===== src/rtl/mem_ls_pkg.sv =====
// Shared types and sizing helpers for the load/store memory controller.
package mem_ls_pkg;

  typedef enum logic [1:0] {
    IDLE = 2'd0,
    WAIT = 2'd1,
    RESP = 2'd2
  } state_t;

  // Bits needed to count 0..timeout-1; never below one bit.
  function automatic int tmr_width(input int timeout);
    return (timeout <= 2) ? 1 : $clog2(timeout);
  endfunction

  localparam int DEFAULT_TIMEOUT = 16;
  localparam int TMR_W = tmr_width(DEFAULT_TIMEOUT);

endpackage


===== src/rtl/mem_timeout_ctr.sv =====
// Bounded wait counter: counts enabled cycles up to TIMEOUT-1 and holds there.
module mem_timeout_ctr
  import mem_ls_pkg::*;
#(
  parameter int TIMEOUT = 16
) (
  input  logic clk,
  input  logic rst_n,
  input  logic clear,
  input  logic enable,
  output logic expired
);

  localparam int TW = tmr_width(TIMEOUT);
  localparam logic [TW-1:0] LAST = TW'(TIMEOUT - 1);

  logic [TW-1:0] count_reg;

  assign expired = (count_reg == LAST);

  // Clear has priority; counting stops at the last value so it never wraps.
  always_ff @(posedge clk or negedge rst_n) begin
    if (!rst_n) begin
      count_reg <= '0;
    end else if (clear) begin
      count_reg <= '0;
    end else if (enable && !expired) begin
      count_reg <= count_reg + 1'b1;
    end
  end

endmodule


===== src/rtl/mem_load_store_ctrl.sv =====
// Load/store controller: one CPU access at a time to a req/ack external memory,
// with a bounded wait and a held load-result register feeding write-back.
module mem_load_store_ctrl
  import mem_ls_pkg::*;
#(
  parameter int                ADDR_W   = 8,
  parameter int                DATA_W   = 16,
  parameter int                TIMEOUT  = 16,
  parameter logic [DATA_W-1:0] ERR_DATA = 16'hFFFF
) (
  input  logic              clk,
  input  logic              rst_n,
  input  logic              cpu_req,
  input  logic              cpu_we,
  input  logic [ADDR_W-1:0] cpu_addr,
  input  logic [DATA_W-1:0] cpu_wdata,
  output logic              busy,
  output logic              done,
  output logic              err,
  output logic [DATA_W-1:0] mem_data,
  output logic              ext_req,
  output logic              ext_we,
  output logic [ADDR_W-1:0] ext_addr,
  output logic [DATA_W-1:0] ext_wdata,
  input  logic [DATA_W-1:0] ext_rdata,
  input  logic              ext_ack
);

  state_t state_reg;
  logic   tmr_expired;

  // Timer runs only while waiting for an ack; it restarts from zero in IDLE.
  mem_timeout_ctr #(
    .TIMEOUT (TIMEOUT)
  ) u_timeout_ctr (
    .clk     (clk),
    .rst_n   (rst_n),
    .clear   (state_reg == IDLE),
    .enable  ((state_reg == WAIT) && !ext_ack),
    .expired (tmr_expired)
  );

  // Access sequencing with all outputs registered; ack beats timeout on the same cycle.
  always_ff @(posedge clk or negedge rst_n) begin
    if (!rst_n) begin
      state_reg <= IDLE;
      busy      <= 1'b0;
      done      <= 1'b0;
      err       <= 1'b0;
      mem_data  <= '0;
      ext_req   <= 1'b0;
      ext_we    <= 1'b0;
      ext_addr  <= '0;
      ext_wdata <= '0;
    end else begin
      case (state_reg)
        IDLE: begin
          done <= 1'b0;
          err  <= 1'b0;
          if (cpu_req) begin
            ext_req   <= 1'b1;
            ext_we    <= cpu_we;
            ext_addr  <= cpu_addr;
            ext_wdata <= cpu_wdata;
            busy      <= 1'b1;
            state_reg <= WAIT;
          end
        end
        WAIT: begin
          if (ext_ack) begin
            if (!ext_we) mem_data <= ext_rdata;
            ext_req   <= 1'b0;
            done      <= 1'b1;
            state_reg <= RESP;
          end else if (tmr_expired) begin
            if (!ext_we) mem_data <= ERR_DATA;
            ext_req   <= 1'b0;
            done      <= 1'b1;
            err       <= 1'b1;
            state_reg <= RESP;
          end
        end
        RESP: begin
          done      <= 1'b0;
          err       <= 1'b0;
          busy      <= 1'b0;
          state_reg <= IDLE;
        end
        default: begin
          ext_req   <= 1'b0;
          done      <= 1'b0;
          err       <= 1'b0;
          busy      <= 1'b0;
          state_reg <= IDLE;
        end
      endcase
    end
  end

endmodule


===== config.mk =====
export PLATFORM = sky130hd
export DESIGN_NAME = mem_load_store_ctrl
export DESIGN_NICKNAME = d
export VERILOG_FILES = /design/src/rtl/mem_ls_pkg.sv /design/src/rtl/mem_timeout_ctr.sv /design/src/rtl/mem_load_store_ctrl.sv
export SDC_FILE = /design/constraint.sdc
export NUM_CORES = 1
export LEC_CHECK = 0
export CAP_MARGIN = 20
export CORE_ASPECT_RATIO = 0.8
export CORE_UTILIZATION = 37
export CTS_BUF_LIST = sky130_fd_sc_hd__clkbuf_16
export CTS_CLUSTER_SIZE = 16
export DETAILED_ROUTE_END_ITERATION = 12
export PLACE_DENSITY = 0.76
export SLEW_MARGIN = 20
export SYNTH_ARGS = -nofsm -noshare
export SYNTH_HDL_FRONTEND = slang
export SYNTH_SLANG_ARGS = --single-unit

===== constraint.sdc =====
create_clock -name clk -period 1.5 [get_ports clk]
set_input_delay 0.3 -clock clk [delete_from_list [all_inputs] [get_ports clk]]
set_output_delay 0.3 -clock clk [all_outputs]
set_load 0.005 [all_outputs]

==> impl_metrics.tcl <==
set metrics [dict create \
    dp_hpwl_mm 3.22 \
    crit_type "flop to flop" \
    rows 23 \
    layout.nets 299 \
    synth_area_mm2 0.00196 \
    synth_nets 179 \
    finalMaxSlewViolations 0 \
    drc 0 \
    clkTransAtPathRegs_ns 0.07 \
    maxSlewHeadroom_pct 81.9 \
    synth_compound_area_share_pct 11.6 \
    synth_cell_types 28 \
    violations "hold timing, setup timing" \
    yosys_warnings 0 \
    p_leak_nw 1.53 \
    maxCapViolations 0 \
    synthAdderAreaFrac_pct 0.639 \
    die_area_mm2 0.00559 \
    power_frac_clock_pct 18.7 \
    min_period_ns 1.50 \
    fin_ws_ns -0.00258 \
    fill_cells 360 \
    cts_buffers 5 \
    arrival_ns 1.68 \
    tightest_slew_ns 0.271 \
    grt_util_met2_pct 27.0 \
    grt-ovfl-total 0 \
    peakVddDrop_mv 1.04 \
    antenna_found_initial 0 \
    gp_congestion 0.785 \
    synth_seq_area_share_pct 65.2 \
    die_w_um 83.3 \
    fin_total_pwr_mw 5.99 \
    cts.path.max_buffers 2 \
    hp-class "input port to async pin" \
    yosys.area_share.simple_pct 5.69 \
    final_common_cell "clkdlybuf4s50_1" \
    final_cell_mix "83 x clkdlybuf4s50_1, 49 x dfrtp_1, 21 x buf_4" \
    hold_violations 12 \
    startpoint_type "flop" \
    muxShareOfSynthArea_pct 14.4 \
    use_met3_pct 8.43 \
    drt_wl_total_mm 5.05 \
    cts-root-buf "clkbuf_16" \
    crit_buf_inv 3 \
    fin_crit_sh_pct 100 \
    worstSetupEndpointType "flop" \
    ys_seq_elements 51 \
    layout-drive-gt1-share_pct 28.7 \
    grt_first_pass_wirelength_mm 7.39 \
    holdWs_ns -0.00997 \
    synth_top_family_by_area "multiplexers" \
    grt_setup_unrepaired "true" \
    cts_tree "built" \
    first_pass_iters 4 \
    slowest_stage "dfrtp_2" \
    grt_max_degree 52 \
    reg_top3 "ext_wdata x16, mem_data x16, ext_addr x8" \
    syn_inst 133 \
    cpLargestDelayFamily "buffers and inverters" \
    grt_pass1_vias 1542 \
    cts_sinks 51 \
    cpMostUsedCell "buf_6" \
    setup_viol 2 \
    p_int_mw 4.40 \
    cp_max_fo 7 \
    pwr-share-seq_pct 37.7 \
    combPwrFrac_pct 43.7 \
    clkLatencyLatePin_ns 0.29 \
    initial_core_util_pct 38.9 \
    synth_xor_area_share_pct 0 \
    status "finished, violations left" \
    antennaDiodeCount 0 \
    num_vias 1579 \
    switching_power_mw 1.59 \
    cp_data_required_time_ns 1.68 \
    grt_busiest_layer "met2" \
    max_stage_delay_ns 0.44 \
    area_growth_pct 76.6 \
    skew_ns 0.00487 \
    io-pin-count 90 \
    wl_per_cell_um 16.0 \
    power.share.switching_pct 26.5 \
    antenna_left 0 \
    viasPerCell 5.00 \
    htree_levels 2 \
    die_h_um 67.0 \
    portBuffers 89 \
    grtUsageTotal_pct 17.3 \
    power_density_mw_per_mm2 1730 \
    drtIter0Drc 88 \
    core_area_mm2 0.00504 \
    max_freq_ghz 0.666 \
    synth_area_per_cell_um2 14.7 \
    crit_chain "buf_6 -> nor3b_4 -> buf_6 -> clkbuf_16 -> mux2_4" \
    grt_util_met1_pct 20.6 \
]
==> cells in the mapped netlist, drive strengths merged <==
cell type   n  area share, %
dfrtp      51             65
mux2       25             14
o22a       16            7.2
buf         6            1.9
nand3       4            1.0
nor2        4           0.77
inv         3           0.58
a31oi       2           0.64
nand2       2           0.38
o21ai       2           0.51
or3         2           0.64
a21o        1           0.38
a21oi       1           0.26
a311o       1           0.51
a31o        1           0.45
and2b       1           0.38
ha          1           0.64
nand2b      1           0.45
nand3b      1           0.38
nand4       1           0.32
nand4b      1           0.45
nor3        1           0.51
nor3b       1           0.38
o21a        1           0.38
o21ba       1           0.51
o21bai      1           0.38
o31a        1           0.45
==> worst reg2reg max path, stage by stage (launching register included) <==
cell and delay (ns):
dfrtp_2 0.44, buf_6 0.13, nor3b_4 0.19, buf_6 0.17
clkbuf_16 0.17, mux2_4 0.30
==> power by group through the flow <==
| stage | sequential (mW) | clock (mW) | combinational, mW |
|---|---|---|---|
| floorplan | 2.31 | 0 | 0.686 |
| global placement | 2.26 | 0 | 2.18 |
| detailed placement | 2.28 | 0 | 2.23 |
| CTS | 2.25 | 1.13 | 2.31 |
| global route | 2.33 | 1.19 | 2.80 |
| finish | 2.26 | 1.12 | 2.61 |
==> cell families (layout without fill, tap and decap cells) <==
kind of cell | after synthesis | after routing
flip-flops | 51 | 51
AND/OR/NAND/NOR | 19 | 19
multiplexers | 25 | 25
adder cells (fa/ha/maj) | 1 | 1
buffers and inverters | 9 | 130
AO/OA/AOI/OAI | 28 | 28
==> per-layer routing <==
layer	wire length, um	up-vias
li1	-	727
met1	2080	781
met2	2460	64
met3	445	7
met4	61	0
met5	0	-
==> stage by stage <==
step / instance area (um2) / utilization (%) / setup WS (ns) / cells / setup TNS, ns
after global placement: 3030 / 60.2 / -0.404 / 294 / -11.31
after CTS: 3230 / 64.1 / -0.00180 / 305 / -0.00180
after detailed placement: 3030 / 60.2 / -0.468 / 294 / -12.52
after global routing: 3460 / 68.6 / -0.0423 / 316 / -0.727
final: 3460 / 68.6 / -0.00258 / 316 / -0.00392
after floorplan: 1960 / - / -0.0186 / 133 / -0.186
==> final timing paths <==
check	slack, ns	cells after the start	from	end
setup / recovery	-0.003	5	state_reg[0]	ext_wdata[14]
hold / removal	-0.01	2	rst_n	mem_data[11]
setup reg to reg	-0.003	5	state_reg[0]	ext_wdata[14]
hold reg to reg	0.49	1	mem_data[2]	mem_data[2]
max in group asynchronous	1.27	2	rst_n	ext_we
min in group clk	0.49	1	mem_data[2]	mem_data[2]
==> cell type report <==
class	count	area, um2	area share [%]
Clock buffer	5	125	3.62
Sequential cell	51	1280	37.0
Multi-Input combinational cell	73	738	21.4
Tap cell	62	77.6	2.24
Timing Repair Buffer	119	1210	34.9
Inverter	3	11.3	0.326
Clock inverter	3	18.8	0.543
==> what timing repair did <==
item	4_1_cts	5_1_grt
cloned	0	4
endpoints found under the setup margin	19	47
pin swaps	1	1
hold buffers	0	0
gates resized for setup	6	32
setup buffers	3	7
(Power assumes the default switching activity.)
